==> config.mk <==
export PLATFORM = sky130hd
export DESIGN_NAME = seg_scan_decoder
export DESIGN_NICKNAME = d
export VERILOG_FILES = /design/src/rtl/seg_scan_decoder.sv
export SDC_FILE = /design/constraint.sdc
export NUM_CORES = 1
export LEC_CHECK = 0
export CORE_MARGIN = 10
export CORE_UTILIZATION = 30
export DETAILED_ROUTE_END_ITERATION = 10
export SETUP_SLACK_MARGIN = 0.3
export SLEW_MARGIN = 5
export SYNTH_ARGS = -nofsm -noshare
export SYNTH_HDL_FRONTEND = slang
export SYNTH_SLANG_ARGS = --single-unit
==> constraint.sdc <==
create_clock -name Sys_CLK -period 4.4 [get_ports Sys_CLK]
set_input_delay 0.88 -clock Sys_CLK [delete_from_list [all_inputs] [get_ports Sys_CLK]]
set_output_delay 0.88 -clock Sys_CLK [all_outputs]
set_load 0.01 [all_outputs]
==> src/rtl/seg_scan_decoder.sv <==
// seg_scan_decoder
// Receive-side decoder for a 4-digit multiplexed seven-segment bus.
// Samples the scanned COM (active-low digit select) and SEG {a..g,dp} lines,
// rebuilds the four displayed decimal digits, and presents the frame as BCD
// and binary with a one-cycle Valid pulse. Err flags illegal samples and
// Timeout flags a link that has stopped producing good samples.
//
// Optional feature macro: SEG_DP_CAPTURE_EN
//   defined   : SEG[0] is stored per digit and presented on DP[3:0]
//   undefined : SEG[0] is ignored entirely and DP is tied to 4'b0000
//
// Latency: pin change to sample is 2 synchronizer cycles + STABLE_CYCLES.
// The fourth digit's sample updates Digit_BCD one cycle later, and
// Value_Bin/Valid one cycle after that.

module seg_scan_decoder #(
  parameter int unsigned STABLE_CYCLES  = 64,
  parameter int unsigned TIMEOUT_CYCLES = 1000000
) (
  input  logic        Sys_CLK,
  input  logic        Sys_RST,
  input  logic [3:0]  COM,
  input  logic [7:0]  SEG,
  output logic [15:0] Digit_BCD,
  output logic [13:0] Value_Bin,
  output logic        Valid,
  output logic        Err,
  output logic        Timeout,
  output logic [3:0]  DP
);

  localparam int unsigned STAB_W = $clog2(STABLE_CYCLES + 1);
  localparam int unsigned TO_W   = $clog2(TIMEOUT_CYCLES + 1);

  localparam logic [STAB_W-1:0] STAB_MAX  = STAB_W'(STABLE_CYCLES);
  localparam logic [STAB_W-1:0] STAB_TAKE = STAB_W'(STABLE_CYCLES - 1);
  localparam logic [TO_W-1:0]   TO_MAX    = TO_W'(TIMEOUT_CYCLES);

  // The dp line only takes part in stability and capture when it is captured.
`ifdef SEG_DP_CAPTURE_EN
  localparam logic [7:0] SEG_KEEP = 8'hFF;
`else
  localparam logic [7:0] SEG_KEEP = 8'hFE;
`endif

  typedef enum logic [1:0] {
    S_COLLECT = 2'd0,
    S_LATCH   = 2'd1,
    S_CONVERT = 2'd2
  } state_e;

  typedef struct packed {
    logic       legal;
    logic       blank;
    logic [1:0] idx;
  } com_info_t;

  typedef struct packed {
    logic       ok;
    logic [3:0] digit;
  } seg_info_t;

  // Exactly one low COM line selects a digit; all-high is a blank scan slot.
  function automatic com_info_t decode_com(input logic [3:0] c);
    com_info_t r;
    r = '0;
    case (c)
      4'b1111: r.blank = 1'b1;
      4'b1110: begin r.legal = 1'b1; r.idx = 2'd0; end
      4'b1101: begin r.legal = 1'b1; r.idx = 2'd1; end
      4'b1011: begin r.legal = 1'b1; r.idx = 2'd2; end
      4'b0111: begin r.legal = 1'b1; r.idx = 2'd3; end
      default: r = '0;
    endcase
    return r;
  endfunction

  // Segments {a,b,c,d,e,f,g} to decimal digit; anything else is undecodable.
  function automatic seg_info_t decode_seg(input logic [6:0] s);
    seg_info_t r;
    r.ok = 1'b1;
    case (s)
      7'b1111110: r.digit = 4'd0;
      7'b0110000: r.digit = 4'd1;
      7'b1101101: r.digit = 4'd2;
      7'b1111001: r.digit = 4'd3;
      7'b0110011: r.digit = 4'd4;
      7'b1011011: r.digit = 4'd5;
      7'b1011111: r.digit = 4'd6;
      7'b1110000: r.digit = 4'd7;
      7'b1111111: r.digit = 4'd8;
      7'b1111011: r.digit = 4'd9;
      default: begin
        r.ok    = 1'b0;
        r.digit = 4'd0;
      end
    endcase
    return r;
  endfunction

  // Synchronizers and change detection
  logic [3:0]        com_s1_q, com_s2_q;
  logic [7:0]        seg_s1_q, seg_s2_q;
  logic [11:0]       key_prev_q;
  logic [STAB_W-1:0] stab_q, stab_d;
  logic              changed, take;

  // Sample held across LATCH/CONVERT
  logic              pend_q, pend_d;
  logic [3:0]        pend_com_q, pend_com_d;
  logic [6:0]        pend_seg_q, pend_seg_d;

  // Sample presented to the frame logic
  logic              apply;
  logic [3:0]        apply_com;
  logic [6:0]        apply_seg;
  com_info_t         com_info;
  seg_info_t         seg_info;

  // Frame assembly
  state_e            state_q, state_d;
  logic [3:0]        mask_q, mask_d;
  logic              bad_q, bad_d;
  logic              latch_good_q, latch_good_d;
  logic [3:0][3:0]   slot_q, slot_d;
  logic              good, frame_done, to_reach;
  logic [TO_W-1:0]   to_cnt_q, to_cnt_d;

  // Output registers
  logic [15:0]       digit_bcd_q, digit_bcd_d;
  logic [13:0]       value_bin_q, value_bin_d;
  logic              valid_q, valid_d;
  logic              err_q, err_d;
  logic              timeout_q, timeout_d;

`ifdef SEG_DP_CAPTURE_EN
  logic              pend_dp_q, pend_dp_d;
  logic              apply_dp;
  logic [3:0]        slot_dp_q, slot_dp_d;
  logic [3:0]        dp_q, dp_d;
`endif

  // Two-flop synchronizers; dp is masked off here when it is not captured.
  always_ff @(posedge Sys_CLK) begin
    // NOTE: every clocked assignment is non-blocking so that all flops see the
    // pre-edge values of each other and the chain shifts one stage per edge.
    if (Sys_RST) begin
      com_s1_q <= 4'hF;
      com_s2_q <= 4'hF;
      seg_s1_q <= 8'h00;
      seg_s2_q <= 8'h00;
    end else begin
      com_s1_q <= COM;
      com_s2_q <= com_s1_q;
      seg_s1_q <= SEG & SEG_KEEP;
      seg_s2_q <= seg_s1_q;
    end
  end

  // Stability counter, sample strobe and hold of a sample that lands outside COLLECT.
  always_comb begin
    // NOTE: every signal written here gets a default first; a path that left
    // one unassigned would make synthesis infer a latch.
    changed    = ({com_s2_q, seg_s2_q} != key_prev_q);
    stab_d     = stab_q;
    pend_d     = pend_q;
    pend_com_d = pend_com_q;
    pend_seg_d = pend_seg_q;
`ifdef SEG_DP_CAPTURE_EN
    pend_dp_d  = pend_dp_q;
`endif

    if (changed) begin
      stab_d = '0;
    end else if (stab_q != STAB_MAX) begin
      stab_d = stab_q + 1'b1;
    end
    take = !changed && (stab_q == STAB_TAKE);

    apply     = (state_q == S_COLLECT) && (take || pend_q);
    apply_com = pend_q ? pend_com_q : com_s2_q;
    apply_seg = pend_q ? pend_seg_q : seg_s2_q[7:1];
`ifdef SEG_DP_CAPTURE_EN
    apply_dp  = pend_q ? pend_dp_q : seg_s2_q[0];
`endif

    if (state_q == S_COLLECT) begin
      pend_d = 1'b0;
    end else if (take) begin
      pend_d     = 1'b1;
      pend_com_d = com_s2_q;
      pend_seg_d = seg_s2_q[7:1];
`ifdef SEG_DP_CAPTURE_EN
      pend_dp_d  = seg_s2_q[0];
`endif
    end
  end

  // Frame FSM: classify samples, fill slots, latch, convert and track timeout.
  always_comb begin
    state_d      = state_q;
    mask_d       = mask_q;
    bad_d        = bad_q;
    latch_good_d = latch_good_q;
    slot_d       = slot_q;
    digit_bcd_d  = digit_bcd_q;
    value_bin_d  = value_bin_q;
    valid_d      = 1'b0;
    err_d        = 1'b0;
    good         = 1'b0;
    to_cnt_d     = to_cnt_q;
    com_info     = decode_com(apply_com);
    seg_info     = decode_seg(apply_seg);
`ifdef SEG_DP_CAPTURE_EN
    slot_dp_d    = slot_dp_q;
    dp_d         = dp_q;
`endif

    // Blank slots are ignored; a bad digit still counts as written so the
    // frame completes and is then discarded as a whole.
    if (apply && !com_info.blank) begin
      if (!com_info.legal) begin
        err_d = 1'b1;
      end else begin
        mask_d[com_info.idx] = 1'b1;
        if (seg_info.ok) begin
          good                 = 1'b1;
          slot_d[com_info.idx] = seg_info.digit;
`ifdef SEG_DP_CAPTURE_EN
          slot_dp_d[com_info.idx] = apply_dp;
`endif
        end else begin
          bad_d = 1'b1;
          err_d = 1'b1;
        end
      end
    end

    // Completion is judged on the post-sample mask so Digit_BCD is visible
    // during the LATCH cycle itself.
    frame_done = (state_q == S_COLLECT) && (mask_d == 4'hF);

    case (state_q)
      S_COLLECT: begin
        if (frame_done) begin
          state_d      = S_LATCH;
          latch_good_d = !bad_d;
          if (!bad_d) begin
            digit_bcd_d = slot_d;
`ifdef SEG_DP_CAPTURE_EN
            dp_d        = slot_dp_d;
`endif
          end
          mask_d = '0;
          bad_d  = 1'b0;
        end
      end
      S_LATCH: begin
        if (latch_good_q) begin
          state_d     = S_CONVERT;
          valid_d     = 1'b1;
          value_bin_d = 14'(digit_bcd_q[15:12]) * 14'd1000
                      + 14'(digit_bcd_q[11:8])  * 14'd100
                      + 14'(digit_bcd_q[7:4])   * 14'd10
                      + 14'(digit_bcd_q[3:0]);
        end else begin
          state_d = S_COLLECT;
        end
      end
      S_CONVERT: state_d = S_COLLECT;
      default:   state_d = S_COLLECT;
    endcase

    // Any good sample restarts the timeout; reaching the limit drops the
    // partial frame so a stale half-frame cannot combine with a new one.
    if (good) begin
      to_cnt_d = '0;
    end else if (to_cnt_q != TO_MAX) begin
      to_cnt_d = to_cnt_q + 1'b1;
    end
    to_reach  = (to_cnt_d == TO_MAX) && (to_cnt_q != TO_MAX);
    timeout_d = (to_cnt_d == TO_MAX);
    if (to_reach) begin
      mask_d = '0;
      bad_d  = 1'b0;
    end
  end

  // Control and output state registers.
  always_ff @(posedge Sys_CLK) begin
    if (Sys_RST) begin
      key_prev_q   <= {4'hF, 8'h00};
      stab_q       <= '0;
      pend_q       <= 1'b0;
      pend_com_q   <= 4'hF;
      pend_seg_q   <= '0;
      state_q      <= S_COLLECT;
      mask_q       <= '0;
      bad_q        <= 1'b0;
      latch_good_q <= 1'b0;
      to_cnt_q     <= '0;
      digit_bcd_q  <= '0;
      value_bin_q  <= '0;
      valid_q      <= 1'b0;
      err_q        <= 1'b0;
      timeout_q    <= 1'b0;
    end else begin
      key_prev_q   <= {com_s2_q, seg_s2_q};
      stab_q       <= stab_d;
      pend_q       <= pend_d;
      pend_com_q   <= pend_com_d;
      pend_seg_q   <= pend_seg_d;
      state_q      <= state_d;
      mask_q       <= mask_d;
      bad_q        <= bad_d;
      latch_good_q <= latch_good_d;
      to_cnt_q     <= to_cnt_d;
      digit_bcd_q  <= digit_bcd_d;
      value_bin_q  <= value_bin_d;
      valid_q      <= valid_d;
      err_q        <= err_d;
      timeout_q    <= timeout_d;
    end
  end

  // Digit slot storage.
  always_ff @(posedge Sys_CLK) begin
    // NOTE: slots are deliberately left out of reset; the mask decides which
    // entries are meaningful, and reset clears the mask.
    slot_q <= slot_d;
  end

`ifdef SEG_DP_CAPTURE_EN
  // Per-digit decimal point capture and presentation.
  always_ff @(posedge Sys_CLK) begin
    slot_dp_q <= slot_dp_d;
    if (Sys_RST) begin
      pend_dp_q <= 1'b0;
      dp_q      <= '0;
    end else begin
      pend_dp_q <= pend_dp_d;
      dp_q      <= dp_d;
    end
  end

  assign DP = dp_q;
`else
  assign DP = 4'b0000;
`endif

  assign Digit_BCD = digit_bcd_q;
  assign Value_Bin = value_bin_q;
  assign Valid     = valid_q;
  assign Err       = err_q;
  assign Timeout   = timeout_q;

endmodule

## After elaboration in Yosys (flattened, before gate mapping)

Index checks and enable logic that the tools add are counted.

| word-level totals | value |
|---|---|
| memory bits (read-only) | 0 |
| RAM bits | 0 |
| latch bits | 0 |
| word-level logic and storage cells | 119 |
| register bits after elaboration | 132 |
| memories kept | 0 |

| operators by class | value |
|---|---|
| order comparisons | 2 |
| reductions and logical operators | 22 |
| multiply operators | 3 |
| divide/modulo/power cells | 0 |
| mux-type cells | 35 |
| shifts and indexed selects | 0 |
| bitwise logic cells | 5 |
| $add $sub $neg | 5 |
| eq/ne operators | 23 |

Operator list:

| cell | count |
|---|---|
| $eq 7x7->1 const B | 8 |
| $mux 16 | 3 |
| $mux 20 | 2 |
| $pmux 4 s9 | 1 |
| $mux 4 | 6 |
| $eq 7x6->1 const B | 3 |
| $add 20x1->20 const B | 1 |
| $eq 20x20->1 const B | 1 |
| $eq 4x4->1 const B | 5 |
| $ne 20x20->1 const B | 1 |
| $bwmux 16 | 1 |
| $mux 1 | 15 |
| $add 14x11->14 | 1 |
| $add 14x4->14 | 1 |
| $add 14x8->14 | 1 |
| $ne 12x12->1 | 1 |
| $mul 4x7->11 const B | 1 |
| $reduce_or 10->1 | 1 |
| $reduce_or 2->1 | 5 |
| $mul 4x5->9 const B | 1 |
| $demux 4 s2 | 1 |
| $add 7x1->7 const B | 1 |
| $mul 4x3->7 const B | 1 |
| $mux 7 | 1 |
| 19 further kinds | 32 |

## Logic depth before layout (Yosys ltp)

Gate-level depths: netlist of the first run.

| logic depth | value |
|---|---|
| word-level depth | 14 |
| mapped depth | 18 |

## Worst setup path before layout of the first run

No wires, ideal clock.

| timing path | value |
|---|---|
| path kind | register -> register |
| from | register digit_bcd_q[14] (netlist: Digit_BCD[14]) |
| to | register value_bin_q[13] (netlist: Value_Bin[13]) |
| setup time | 0.070 ns |
| buffers on the path | 0 |
| arrival | 4.160 ns |
| data required time | 4.330 ns |
| cell stages (with the launch flop) | 18 |
| path slack | 0.170 ns |
| cells stage by stage | dfxtp_1 > fa_1 > inv_1 > fa_1 > inv_1 > ha_1 > nor2b_1 > o21ai_0 > nand2b_1 > xnor2_1 > ha_1 > ha_1 > ha_1 > or3_1 > o2111ai_1 > a211oi_1 > nand3b_1 > a21oi_1 |

| between the ends | value |
|---|---|
| cells in the longest elaborated chain, start to end | 4 |

RTL lines:

| element | RTL line | text |
|---|---|---|
| start: declaration | 130 | `logic [15:0] digit_bcd_q, digit_bcd_d;` |
| start signal: assignment | 318 | `digit_bcd_q <= digit_bcd_d;` |
| $mul 4x7->11 | 262 | `value_bin_d = 14'(digit_bcd_q[15:12]) * 14'd1000` |
| $add 14x11->14 | 263 | `+ 14'(digit_bcd_q[11:8]) * 14'd100` |
| $add 14x8->14 | 264 | `+ 14'(digit_bcd_q[7:4]) * 14'd10` |
| $add 14x4->14 | 265 | `+ 14'(digit_bcd_q[3:0]);` |
| end signal: assignment | 319 | `value_bin_q <= value_bin_d;` |
| end: declaration | 131 | `logic [13:0] value_bin_q, value_bin_d;` |

Every way passes these cells.
A chain may end at the register's enable or synchronous reset.

## Worst setup path after layout of the first run

Ends and elaborated chain as after synthesis.

==> out/metrics.yaml, run 1 <==
worst_setup_path:
  slowest_stage: "fa_1"
  cp_max_fo: 4
  crit_path_end_kind: "register"
  rrSetupSlack_ns: 0.43
  critical_path_class: "reg2reg"
  start_kind: "register"
  critPathBufInv: 2
  critPathRequiredTime_ns: 4.76
  crit_chain: "fa_1 > inv_2 > fa_1 > inv_2 > ha_4 > nor2b_4 > o21ai_1 > nand2b_1 > xnor2_1 > ha_1 > ha_4 > ha_4 > or3_4 > o2111ai_4 > a211oi_2 > nand3b_1 > a21oi_2"
  arrival_ns: 4.32
  crit_family: "adder cells"
  cp_num_cells: 17
  cp_common_cell: "ha_4"
  cp_slowest_stage_delay_ns: 0.59
  reg2regPathDepth: 17
global_route:
  grt_max_degree: 73
  antenna_found_initial: 0
  grtUsageTotal_pct: 10.7
  grt_pass1_vias: 5419
  grt_overflow: 0
  grt_pass1_wl_mm: 27.2
placed_design:
  numPortBuffers: 45
  dp_hpwl_mm: 12.2
  place.gp.congestion: 0.858
logic_synthesis:
  synthDistinctLibCells: 72
  syn_avg_cell_area_um2: 8.96
  synth_seq_cells: 129
  synth_edf_count: 0
  synth_ff_type: "dfxtp_1"
  synth-seq-area-share_pct: 35.3
  ys_warn_count: 0
  yosysMostFrequentCell: "dfxtp_1"
  yosys-top-cells-area: "dfxtp_1 35%, ha_1 9.6%, xnor2_1 5.3%"
  syn_area_um2: 7310
  yosys.area.top_type: "dfxtp_1"
  synthArstFlopShare_pct: 0
  yosys-top-cells-count: "129 x dfxtp_1, 69 x nor2_1, 57 x nand2_1"
  yosysTopAreaCellShare_pct: 35.3
  syn_inst: 816
floorplanning:
  num_rows: 57
  pin_count: 51
  die-area_um2: 31000
  coreArea_um2: 24200
  fp.dieW_um: 176
  start_util_pct: 30.2
  die_h_um: 176
power_and_ir_drop:
  comb_power_share_pct: 3.3
  p_switching_uw: 650
  ir_drop_mv: 0.254
  pwr_density_cell_nw_per_um2: 314
  seq_power_share_pct: 42.8
  power_uw: 2800
  p_sw_share_pct: 23.2
  internal_power_uw: 2150
  leakagePower_uw: 0.00360
  p_clk_share_pct: 53.9
timing:
  slew_violations: 0
  worst_pin_slew_ns: 0.880
  fmax_ghz: 0.252
  period_share_pct: 90.1
  setup_viol_count_final: 0
  rsz0062_at_grt: "yes"
  hold_viol_final: 0
  fin_skew_ns: 0.0106
  min_period_ns: 3.97
  fin_tns_setup_ns: 0
  max-slew-margin-rel_pct: 41.3
route:
  drc_errors: 0
  drt_iter0_markers: 256
  wl_per_cell_um: 13.7
  wl_mm: 16.5
  via_count: 5719
  routed_via_density: 4.77
  first_pass_iters: 5
  antenna_left: 0
clock_tree:
  clkLatencyLatePin_ns: 0.43
  cts_tree: "built"
  cts_buffers: 17
  clk_path_buf_depth: 2
  ctsHoldBuffers: 0
  cts_num_sinks: 129
  clockRootBuffer: "clkbuf_16"
  clkTransAtPathRegs_ns: 0.06
  cts_max_level: 4
layout:
  n_fill_cell: 2484
  final_layout_size_suffix_gt1_share_pct: 12.1
  diodes: 0
  area_growth_pct: 22.2
  num-nets-final: 950
min_path:
  min_path_cells: 1
  hold_class: "reg2reg"
status:
  status: "completed"
job:
  max_cap_violations: 0
==> layer usage <==
metal,track usage [%],part of all wire [%]
met1,14.4,51
met2,16.1,44
met3,2.84,4.2
met4,3.85,1.3
met5,0,0
==> placed cells by master, fill, tap and decap left out, types with 6 or more instances in the layout <==
cell             instances
a21o_1                  13
a21oi_1                 40
and2_1                   8
and3_1                  11
buf_4                   19
clkbuf_16               17
clkdlybuf4s50_1         44
dfxtp_1                127
fa_1                    16
ha_1                    48
ha_4                     6
inv_1                   41
mux2i_1                 18
nand2_1                 57
nand3_1                 22
nand3b_1                11
nand4_1                 10
nor2_1                  67
nor2b_1                 27
nor3_1                  28
nor4_1                   9
o211a_1                  6
o211ai_1                 8
o21ai_0                  8
o21ai_1                 14
or2_2                   16
xnor2_1                 44
xor2_1                  16
==> per-stage QoR <==
| step | instances | hold slack (ns) | worst slack, ns | cell area, um^2 | utilization [%] |
|---|---|---|---|---|---|
| final | 1200 | 0.407 | 0.434 | 8930 | 36.9 |
| after global routing | 1200 | 0.430 | 0.271 | 8930 | 36.9 |
| after CTS | 1197 | 0.407 | 0.303 | 8820 | 36.5 |
| after global placement | 1164 | 0.392 | 0.146 | 8130 | 33.6 |
| after floorplan | 819 | 0.389 | 0.301 | 7340 | - |
| after detailed placement | 1164 | 0.393 | 0.139 | 8130 | 33.6 |
==> final cells by class <==
type	count	area [um^2]	area share (%)
clock inverters	14	193	2.16
inverters	45	169	1.89
repair buffers	66	611	6.84
clock buffers	18	439	4.92
multi-input cells	604	4530	50.7
well taps	324	405	4.54
flip-flops and latches	129	2580	28.9
==> power groups by stage <==
stage | clock (uW) | combinational, uW | sequential (uW)
finish | 1510 | 92.3 | 1200
global route | 1590 | 104 | 1200
CTS | 1540 | 93.3 | 1200
detailed placement | 0 | 93.2 | 1220
global placement | 0 | 91.7 | 1220
floorplan | 0 | 75.8 | 1220
==> what timing repair did <==
action | 4_1_cts | 5_1_grt
gates resized for setup | 9 | 22
setup endpoints to repair | 3 | 4
buffers inserted | 1 | 3
pin swaps | 4 | 16
==> worst paths after layout <==
kind                                     from             to
worst max register to register  Digit_BCD[14]  Value_Bin[13]
worst min-delay path              com_s1_q[3]    com_s2_q[3]
worst max-delay path            Digit_BCD[14]  Value_Bin[13]
worst min register to register    com_s1_q[3]    com_s2_q[3]
==> cell families after synthesis <==
logic type | after synthesis | synth area share, %
other cells | 1 | 0.0513
compound gates | 139 | 12.9
fa+ha+maj | 73 | 14.2
xor+xnor | 60 | 7.19
flops | 129 | 35.3
buf+inv | 86 | 5.01
mux | 19 | 2.62
simple gates | 309 | 22.6
==> flip-flops by register name, summed over array words and instances, names as in the netlist <==
signal and flops:
stab_q 7, Err 1, state_q 2, seg_s1_q 7, pend_com_q 4, slot_q 16, to_cnt_q 20, com_s1_q 4
pend_q 1, seg_s2_q 7, Timeout 1, Value_Bin 14, Digit_BCD 16, Valid 1, com_s2_q 4, mask_q 4
pend_seg_q 7, latch_good_q 1, key_prev_q 11, bad_q 1
Note: power is estimated with default switching activity, not from simulation.
==> run 2, diff against run 1 <==
--- a/config.mk
+++ b/config.mk
@@ -5,9 +5,12 @@
 export SDC_FILE = /design/constraint.sdc
 export NUM_CORES = 1
 export LEC_CHECK = 0
+export CELL_PAD_IN_SITES_DETAIL_PLACEMENT = 0
+export CELL_PAD_IN_SITES_GLOBAL_PLACEMENT = 2
 export CORE_MARGIN = 10
 export CORE_UTILIZATION = 30
 export DETAILED_ROUTE_END_ITERATION = 10
+export PLACE_DENSITY_LB_ADDON = 0.1
 export SETUP_SLACK_MARGIN = 0.3
 export SLEW_MARGIN = 5
 export SYNTH_ARGS = -nofsm -noshare
==> out/metrics.yaml, run 2 (synthesis gave the netlist of run 1 again) <==
clock_tree:
  cts_max_level: 4  # unchanged
  ctsHoldBuffers: 0  # unchanged
  cts_tree: "built"
  clkTransAtPathRegs_ns: 0.07  # about the same
  clkLatencyLatePin_ns: 0.42  # about the same
  cts_buffers: 17  # unchanged
  cts_num_sinks: 129  # unchanged
  clk_path_buf_depth: 2  # unchanged
  clockRootBuffer: "clkbuf_16"
floorplanning:
  die_h_um: 176  # unchanged
  start_util_pct: 30.2  # unchanged
  num_rows: 57  # unchanged
  fp.dieW_um: 176  # unchanged
  pin_count: 51  # unchanged
  coreArea_um2: 24200  # unchanged
  die-area_um2: 31000  # unchanged
timing:
  period_share_pct: 91.5  # +1.3 points
  rsz0062_at_grt: "yes"
  worst_pin_slew_ns: 0.791  # -0.0894 ns
  fin_tns_setup_ns: 0  # unchanged
  fin_ws_ns: 0.376  # -0.0583 ns
  max-slew-margin-rel_pct: 46.9  # +5.6 points
  fin_hold_ws_ns: 0.410  # +0.00221 ns
  slew_violations: 0  # unchanged
  setup_viol_count_final: 0  # unchanged
  hold_viol_final: 0  # unchanged
  fmax_ghz: 0.249  # -1.4%
  min_period_ns: 4.02  # +0.0583 ns
  fin_skew_ns: 0.0131  # +0.00247 ns
global_route:
  grt_overflow: 0  # unchanged
  grt_pass1_wl_mm: 31.6  # +16%
  grtUsageTotal_pct: 12.7  # +2.0 points
  antenna_found_initial: 0  # unchanged
  grt_pass1_vias: 5865  # +8.2%
  grt_max_degree: 73  # unchanged
layout:
  multiInputGateArea_um2: 4530  # unchanged
  num-nets-final: 952  # +0.21%
  seq_area_um2: 2590  # +0.15%
  n_fill_cell: 2464  # -0.81%
  area_growth_pct: 22.1  # about the same
  diodes: 0  # unchanged
  final_cell_mix: "126 x dfxtp_1, 68 x nor2_1, 57 x nand2_1, 49 x ha_1, 44 x clkdlybuf4s50_1"
  layout_commonest_cell: "dfxtp_1"
  final_layout_size_suffix_gt1_share_pct: 12.3  # +0.20 points
  fin_util_pct: 36.9  # about the same
  largest-register: "to_cnt_q"
  largest_register_ffs: 20  # unchanged
power_and_ir_drop:
  p_sw_share_pct: 24.1  # +0.91 points
  p_switching_uw: 665  # +2.3%
  power_uw: 2760  # -1.5%
  seq_power_share_pct: 43.4  # +0.6 points
  leakagePower_uw: 0.00362  # +0.47%
  p_clk_share_pct: 53.1  # -0.8 points
  comb_power_share_pct: 3.4  # about the same
  pwr_density_cell_nw_per_um2: 309  # -1.5%
  internal_power_uw: 2090  # -2.7%
  ir_drop_mv: 0.195  # -23%
worst_setup_path:
  reg2regPathDepth: 17  # unchanged
  critPathRequiredTime_ns: 4.75  # about the same
  arrival_ns: 4.37  # +0.05 ns
  start_kind: "register"
  crit_path_end_kind: "register"
  critical_path_class: "reg2reg"
  cp_max_fo: 4  # unchanged
placed_design:
  numPortBuffers: 45  # unchanged
  dp_hpwl_mm: 14.1  # +16%
  pre_cts_ws_ns: 0.0166  # -0.122 ns
  place.gp.congestion: 0.803  # -6.4%
min_path:
  hold_class: "reg2reg"
  min_path_cells: 1  # unchanged
route:
  routed_via_density: 4.77  # about the same
  drt_iter0_markers: 282  # +10%
  wl_per_cell_um: 15.9  # +16%
  first_pass_iters: 5  # unchanged
  wl_mm: 19.1  # +16%
  via_count: 5730  # +0.19%
  drc_errors: 0  # unchanged
  antenna_left: 0  # unchanged
status:
  status: "completed"
job:
  max_cap_violations: 0  # unchanged
[run 2: cell count changes in the layout (fill, tap and decap cells not counted), moves of 2 or more]
cell | before | now
inv_6 | 5 | 3
xnor2_1 | 44 | 42
clkinv_4 | 2 | 5
xnor2_2 | 0 | 2
buf_4 | 19 | 22
[run 2: per-layer routing]
layer,share of wire [%],global-route usage [%],up-vias
met5,0,0,-
met4,1.4,4.73,0
met3,2.5,2.50,15
met2,50,21.8,53
met1,46,15.4,2734
li1,-,-,2928
[run 2: final timing paths]
kind,slack [ns],startpoint,endpoint
min reg2reg,0.41,com_s1_q[0],com_s2_q[0]
min,0.41,com_s1_q[0],com_s2_q[0]
max reg2reg,0.38,Digit_BCD[14],Value_Bin[13]
max,0.38,Digit_BCD[14],Value_Bin[13]
[run 2: worst max-delay path, cell delays in order, from the launching register on]
cell and delay, ns:
dfxtp_2 0.33, fa_1 0.57, inv_2 0.06, fa_1 0.51, inv_2 0.05, ha_4 0.22, nor2b_4 0.13, o21ai_2 0.12
nand2b_1 0.11, xnor2_2 0.15, ha_1 0.34, ha_4 0.26, ha_4 0.17, or3_4 0.35, o2111ai_4 0.21, a211oi_2 0.09
nand3b_1 0.16, a21oi_1 0.14
[run 2: layout make-up]
cell class                      count  share of cell area [%]
Timing Repair Buffer               68                    6.97
Sequential cell                   129                    29.0
Tap cell                          324                    4.54
Inverter                           45                    1.89
Clock inverter                     14                    1.92
Clock buffer                       18                    4.92
Multi-Input combinational cell    604                    50.8
[run 2: repair_timing]
item / in CTS / in global routing
resized for setup: 16 / 14
pin swaps: 13 / 16
setup endpoints to repair: 3 / 3
setup buffers: 2 / 4
[run 2: power by group through the flow]
stage | logic (uW) | registers (uW) | clock network (uW)
final | 95.0 | 1200 | 1470
after global routing | 107 | 1200 | 1570
after CTS | 96.2 | 1200 | 1520
after detailed placement | 96.0 | 1230 | 0
after global placement | 94.5 | 1230 | 0
after floorplan | 75.8 | 1220 | 0
[run 2: stage by stage]
step / std cells / area [um^2]
after floorplan: 819 / 7340
after global placement: 1164 / 8130
after detailed placement: 1164 / 8130
after CTS: 1198 / 8830
after global routing: 1202 / 8930
final: 1202 / 8930
==> run 3, diff against run 2 <==
--- a/config.mk
+++ b/config.mk
@@ -9,6 +9,7 @@
 export CELL_PAD_IN_SITES_GLOBAL_PLACEMENT = 2
 export CORE_MARGIN = 10
 export CORE_UTILIZATION = 30
+export CTS_CLUSTER_DIAMETER = 60
 export DETAILED_ROUTE_END_ITERATION = 10
 export PLACE_DENSITY_LB_ADDON = 0.1
 export SETUP_SLACK_MARGIN = 0.3
==> results of run 3 <==
Final layout, timing and power as in run 2 (identical DEF).
==> variant 1 (config.mk and constraints of run 2) <==
Put one more register stage on the output `Digit_BCD`, with the module's reset. The value now appears one clock later. The other outputs are not delayed to match. Comments in the files are not updated.
--- a/src/rtl/seg_scan_decoder.sv
+++ b/src/rtl/seg_scan_decoder.sv
@@ -350,3 +350,9 @@
 
-  assign Digit_BCD = digit_bcd_q;
+  always_ff @(posedge Sys_CLK) begin
+    if (Sys_RST) begin
+      Digit_BCD <= '0;
+    end else begin
+      Digit_BCD <= digit_bcd_q;
+    end
+  end
   assign Value_Bin = value_bin_q;
Formal check against the unedited RTL: no difference found for any inputs over 10 cycles, from zero or initial values and one cycle with Sys_RST high; that may be too few to reach the edited logic, so the function may still have changed.
==> variant 1 against run 2 <==
Total power grew 4.0%; critical endpoint unchanged; sequential cell count grew 16; cell area grew 4.1%; critical path depth shrank 2; critical path type unchanged; final cell count is 3.6% higher; maximum frequency rose by 0.96%; clock skew decreased by 0.0036 ns; wire length decreased by 0.18%; setup slack gained 0.038 ns; die area increased by 5.8%; synthesized area up 6.5%; synthesized cell count increased by 5.6%; largest power group unchanged.
==> variant 1: results (changes against run 2) <==
status: "finished, final reports clean"
fin_nets: 989  # +3.9%
gp_congestion: 0.7840  # -2.4%
hold_class: "flop to flop"
root_buffer: "clkbuf_16"
post-dp-hpwl_um: 14190  # +0.41%
cts_buffers: 17  # unchanged
ir_worst_vdd_uv: 190.9  # -2.0%
cell_internal_pwr_mw: 2.164  # +3.3%
top_register: "to_cnt_q"
grt_pass1_wl_um: 31680  # +0.15%
final_cells: 1245  # +3.6%
io_buffers: 45  # unchanged
ys_warn_count: 0  # unchanged
drtIter0Drc: 322  # +14%
drive_gt1_frac: 0.1169  # -0.006067
netlist.area_leader.share: 0.3728  # +0.01957
fillCellCount: 2587  # +5.0%
avgSynthCellArea_um2: 9.033  # +0.82%
synthFlopType: "dfxtp_1"
cp.arrival_ns: 4.27  # -0.10 ns
wire_per_inst_um: 15.33  # -3.6%
grtUsageTotal: 0.1159  # -0.01135
leakage_nw: 3.696  # +2.2%
crit_fanout: 6  # +2
grt_max_degree: 52  # -29%
clkSlewWorstSetupHoldPaths_ns: 0.07  # about the same
ys_seq_area_frac: 0.3728  # +0.01957
grt_pass1_vias: 6179  # +5.4%
ys_async_sr_fraction: 0  # unchanged
ys_types: 67  # -6.9%
clockBufferDepth: 2  # unchanged
routed-via-count: 6087  # +6.2%
htree_levels: 4  # unchanged
maxSlewHeadroom: 0.3346  # -0.1340
first_pass_iters: 4  # -1
synth_commonest_cells: "145 x dfxtp_1, 65 x nand2_1, 63 x nor2_1"
skew_ns: 0.009526  # -0.003587 ns
grt_antenna_before_repair: 0  # unchanged
synth_area_leaders: "dfxtp_1 37%, ha_1 9.0%, xnor2_1 4.6%, fa_1 4.4%, nor2b_1 3.4%"
antennaDiodeCount: 0  # unchanged
insertion_delay_ns: 0.42  # about the same
largest_reg_flops: 20  # unchanged
==> variant 1: changes by cell type after synthesis, sizes merged, moves of 8 or more <==
| cell | change |
|---|---|
| mux2i | -12 |
| dfxtp | +16 |
| o21ai | +29 |
| nor3 | -21 |
| nor4 | -8 |
| nor2b | +14 |
| nand2 | +8 |
==> variant 1: per-stage QoR <==
step | instance area [um^2] | setup slack [ns]
3_5_place_dp | 8528 | 0.05777
4_1_cts | 9201 | 0.3079
2_1_floorplan | 7818 | 0.3259
5_1_grt | 9296 | 0.2505
6_report | 9296 | 0.4145
3_3_place_gp | 8528 | 0.08355
==> variant 1: power by group through the flow <==
stage / clock, mW / sequential, mW / combinational (mW)
detailed placement: 0 / 1.37 / 0.0912
finish: 1.44 / 1.34 / 0.0893
floorplan: 0 / 1.36 / 0.0729
global placement: 0 / 1.37 / 0.0901
CTS: 1.49 / 1.34 / 0.0915
global route: 1.53 / 1.35 / 0.101
==> variant 1: worst paths after layout <==
path                         from             to  slack [ns]  cells past startpoint
hold / removal        com_s1_q[2]    com_s2_q[2]        0.41                      1
setup / recovery  digit_bcd_q[15]  Value_Bin[13]        0.41                     15
hold reg to reg       com_s1_q[2]    com_s2_q[2]        0.41                      1
setup reg to reg  digit_bcd_q[15]  Value_Bin[13]        0.41                     15
==> variant 1: area by class of cell <==
class                      count  share of cell area
multi-input combinational    632              0.4996
clock inverter                15             0.01602
inverter                      42             0.01696
tap                          330             0.04441
sequential                   145              0.3132
timing repair buffer          64             0.06406
clock buffer                  17             0.04576
==> variant 1: metal layers <==
layer  part of all wire  wire length (um)  global-route usage
met2               0.47              8990              0.1929
met3              0.024               453             0.02158
met1               0.49              9410              0.1481
met4              0.012               230             0.03580
met5                  0                 0                   0
==> variant 1: repair_timing <==
| item | CTS | global route |
|---|---|---|
| pin swaps | 7 | 13 |
| gates resized for setup | 14 | 17 |
| endpoints found under the setup margin | 3 | 4 |
| setup buffers | 2 | 5 |
==> variant 1: cell families (layout without fill, tap and decap cells) <==
kind of cell    Yosys count  in the layout  share of synthesized area
simple gates            309            309                     0.2176
compound gates          183            183                     0.1515
flops                   145            145                     0.3728
buf+inv                  88            138                    0.05078
fa+ha+maj                73             73                     0.1337
xor+xnor                 53             53                    0.05962
mux                      10             10                    0.01350
other cells               1              4                  0.0004816
==> variant 1: worst max-delay path, cell delays in order (launching register included) <==
cell	delay, ns
dfxtp_2	0.33
buf_6	0.14
ha_2	0.17
fa_1	0.55
inv_2	0.05
fa_2	0.55
inv_1	0.05
fa_1	0.58
ha_4	0.22
ha_4	0.28
o21ai_1	0.08
a21oi_2	0.25
o2111ai_4	0.18
a211oi_2	0.22
nand3b_1	0.13
a21oi_1	0.07
==> variant 2 (config.mk and constraints of run 2) <==
Made on the original files. The option `SEG_DP_CAPTURE_EN` is turned on by a define.
--- a/src/rtl/seg_scan_decoder.sv
+++ b/src/rtl/seg_scan_decoder.sv
@@ -14,2 +14,4 @@
 // Value_Bin/Valid one cycle after that.
+
+`define SEG_DP_CAPTURE_EN
 
Behaviour: no difference found for any inputs over 10 cycles, from zero or initial values and one cycle with Sys_RST high; that may be too few to reach the edited logic, so the function may still have changed.
==> variant 2 against run 2 <==
Cell area grew 4.6%; final cell count grew 5.2%; sequential cell count grew 12; wire length grew 11%; sequential share of layout area grew 1.3 points; first-iteration DRC count grew 31%; maximum frequency grew 1.3%; synthesized area grew 5.6%; setup slack gained 0.052 ns; non-clock buffer count grew 3; combinational power shrank 1%; synthesized cell count grew 6.9%; critical path depth is the same; total power grew 2.5%.
==> variant 2: results (changes against run 2) <==
grt_antenna_before_repair: 0  # unchanged
clockBufferDepth: 2  # unchanged
ys_async_sr_fraction: 0  # unchanged
fin_nets: 1008  # +5.9%
grt_max_degree: 83  # +14%
cts_buffers: 17  # unchanged
synthFlopType: "dfxtp_1"
synth_commonest_cells: "141 x dfxtp_1, 88 x nand2_1, 61 x a21oi_1"
critPathTopFamily: "adder cells"
gp_congestion: 0.8033  # about the same
cp.arrival_ns: 4.33  # -0.04 ns
grt_pass1_vias: 6234  # +6.3%
skew_ns: 0.01469  # +0.001573 ns
leakage_nw: 3.723  # +2.9%
crit_fanout: 5  # +1
root_buffer: "clkbuf_16"
netSwitchingPower_mw: 0.7017  # +5.5%
critPathSlowestCell: "fa_1"
hold_class: "flop to flop"
maxSlewHeadroom: 0.3702  # -0.09838
drive_gt1_frac: 0.1178  # -0.005234
drtIter0Drc: 369  # +31%
r2r.worst_path.cells: 17  # unchanged
io_buffers: 50  # +11%
insertion_delay_ns: 0.43
synth_most_common_cell: "dfxtp_1"
ys_types: 70  # -2.8%
top_register: "to_cnt_q"
drt-total-wl_um: 21280  # +11%
ys_seq_area_frac: 0.3655  # +0.01222
antennaDiodeCount: 0  # unchanged
dp.cells: 1228  # +5.5%
first_pass_iters: 4  # -1
grtUsageTotal: 0.1294  # +0.002116
met1_usage: 0.1680  # +0.01378
htree_levels: 4  # unchanged
status: "finished, final reports clean"
met2_usage: 0.2144  # -0.004037
post-dp-hpwl_um: 15970  # +13%
synth_area_leaders: "dfxtp_1 37%, ha_1 9.1%, fa_1 4.4%, nand2_1 4.3%, a21oi_1 4.0%"
syn-num-nets: 959
grt_pass1_wl_um: 34560  # +9.3%
clkSlewWorstSetupHoldPaths_ns: 0.06
largest_reg_flops: 20  # unchanged
avgSynthCellArea_um2: 8.857  # -1.1%
min_path_cells: 1  # unchanged
use_met3: 0.02550  # +0.0005127
via_per_inst: 4.923  # +3.3%
place_area_um2: 8626  # +6.1%
wire_per_inst_um: 16.84  # +5.9%
ys_warn_count: 0  # unchanged
cp_slowest_stage_delay_ns: 0.54  # -0.03 ns
ir_worst_vdd_uv: 200.5  # +3.0%
fillCellCount: 2600  # +5.5%
-- variant 2: cell types whose count changed after synthesis, sizes merged, moves of 10 or more --
cell and delta:
nand2 +31, dfxtp +12, xnor2 -19, a21oi +18, nor2 -18, a211oi +10
mux2i -14
-- variant 2: cell families after synthesis --
family | Yosys count | share of synthesized area
fa+ha+maj | 73 | 0.1348
xor+xnor | 47 | 0.05330
compound gates | 192 | 0.1695
mux | 6 | 0.008100
buf+inv | 94 | 0.04828
simple gates | 319 | 0.2206
flops | 141 | 0.3655
-- variant 2: layout make-up --
type | instances | area (um^2) | area share
Tap cell | 330 | 412.9 | 0.04421
Clock inverter | 15 | 151.4 | 0.01621
Sequential cell | 141 | 2828 | 0.3028
Clock buffer | 17 | 425.4 | 0.04555
Inverter | 53 | 198.9 | 0.02130
Multi-Input combinational cell | 637 | 4657 | 0.4987
Timing Repair Buffer | 71 | 665.6 | 0.07128
-- variant 2: per-stage QoR --
| stage | hold slack [ns] | setup WS (ns) | total power [mW] |
|---|---|---|---|
| after floorplan | 0.3895 | 0.3224 | 1.396 |
| after CTS | 0.4117 | 0.1666 | 2.877 |
| after global placement | 0.3909 | 0.1491 | 1.431 |
| after detailed placement | 0.3968 | 0.1226 | 1.433 |
| final | 0.4086 | 0.4286 | 2.830 |
| after global routing | 0.4354 | 0.1896 | 2.940 |
-- variant 2: worst paths after layout --
path	from	end	slack, ns
setup / recovery	Digit_BCD[14]	Value_Bin[13]	0.43
hold / removal	com_s1_q[0]	com_s2_q[0]	0.41
setup reg to reg	Digit_BCD[14]	Value_Bin[13]	0.43
hold reg to reg	com_s1_q[0]	com_s2_q[0]	0.41
-- variant 2: timing repair --
item	4_1_cts	5_1_grt
setup endpoints to repair	4	5
pin swaps	1	14
buffers inserted	1	3
resized for setup	1	21
-- variant 2: power groups by stage --
stage          sequential (mW)  combinational, mW  clock, mW
2_1_floorplan             1.33             0.0662          0
3_3_place_gp              1.34             0.0939          0
3_5_place_dp              1.34             0.0951          0
4_1_cts                   1.31             0.0953       1.47
5_1_grt                   1.31              0.105       1.53
6_report                  1.31             0.0940       1.43
-- variant 2: layer usage --
metal | share of wire | wire, um
met2 | 0.47 | 9978
met4 | 0.0077 | 163
met3 | 0.030 | 649
met1 | 0.49 | 10490
met5 | 0 | 0
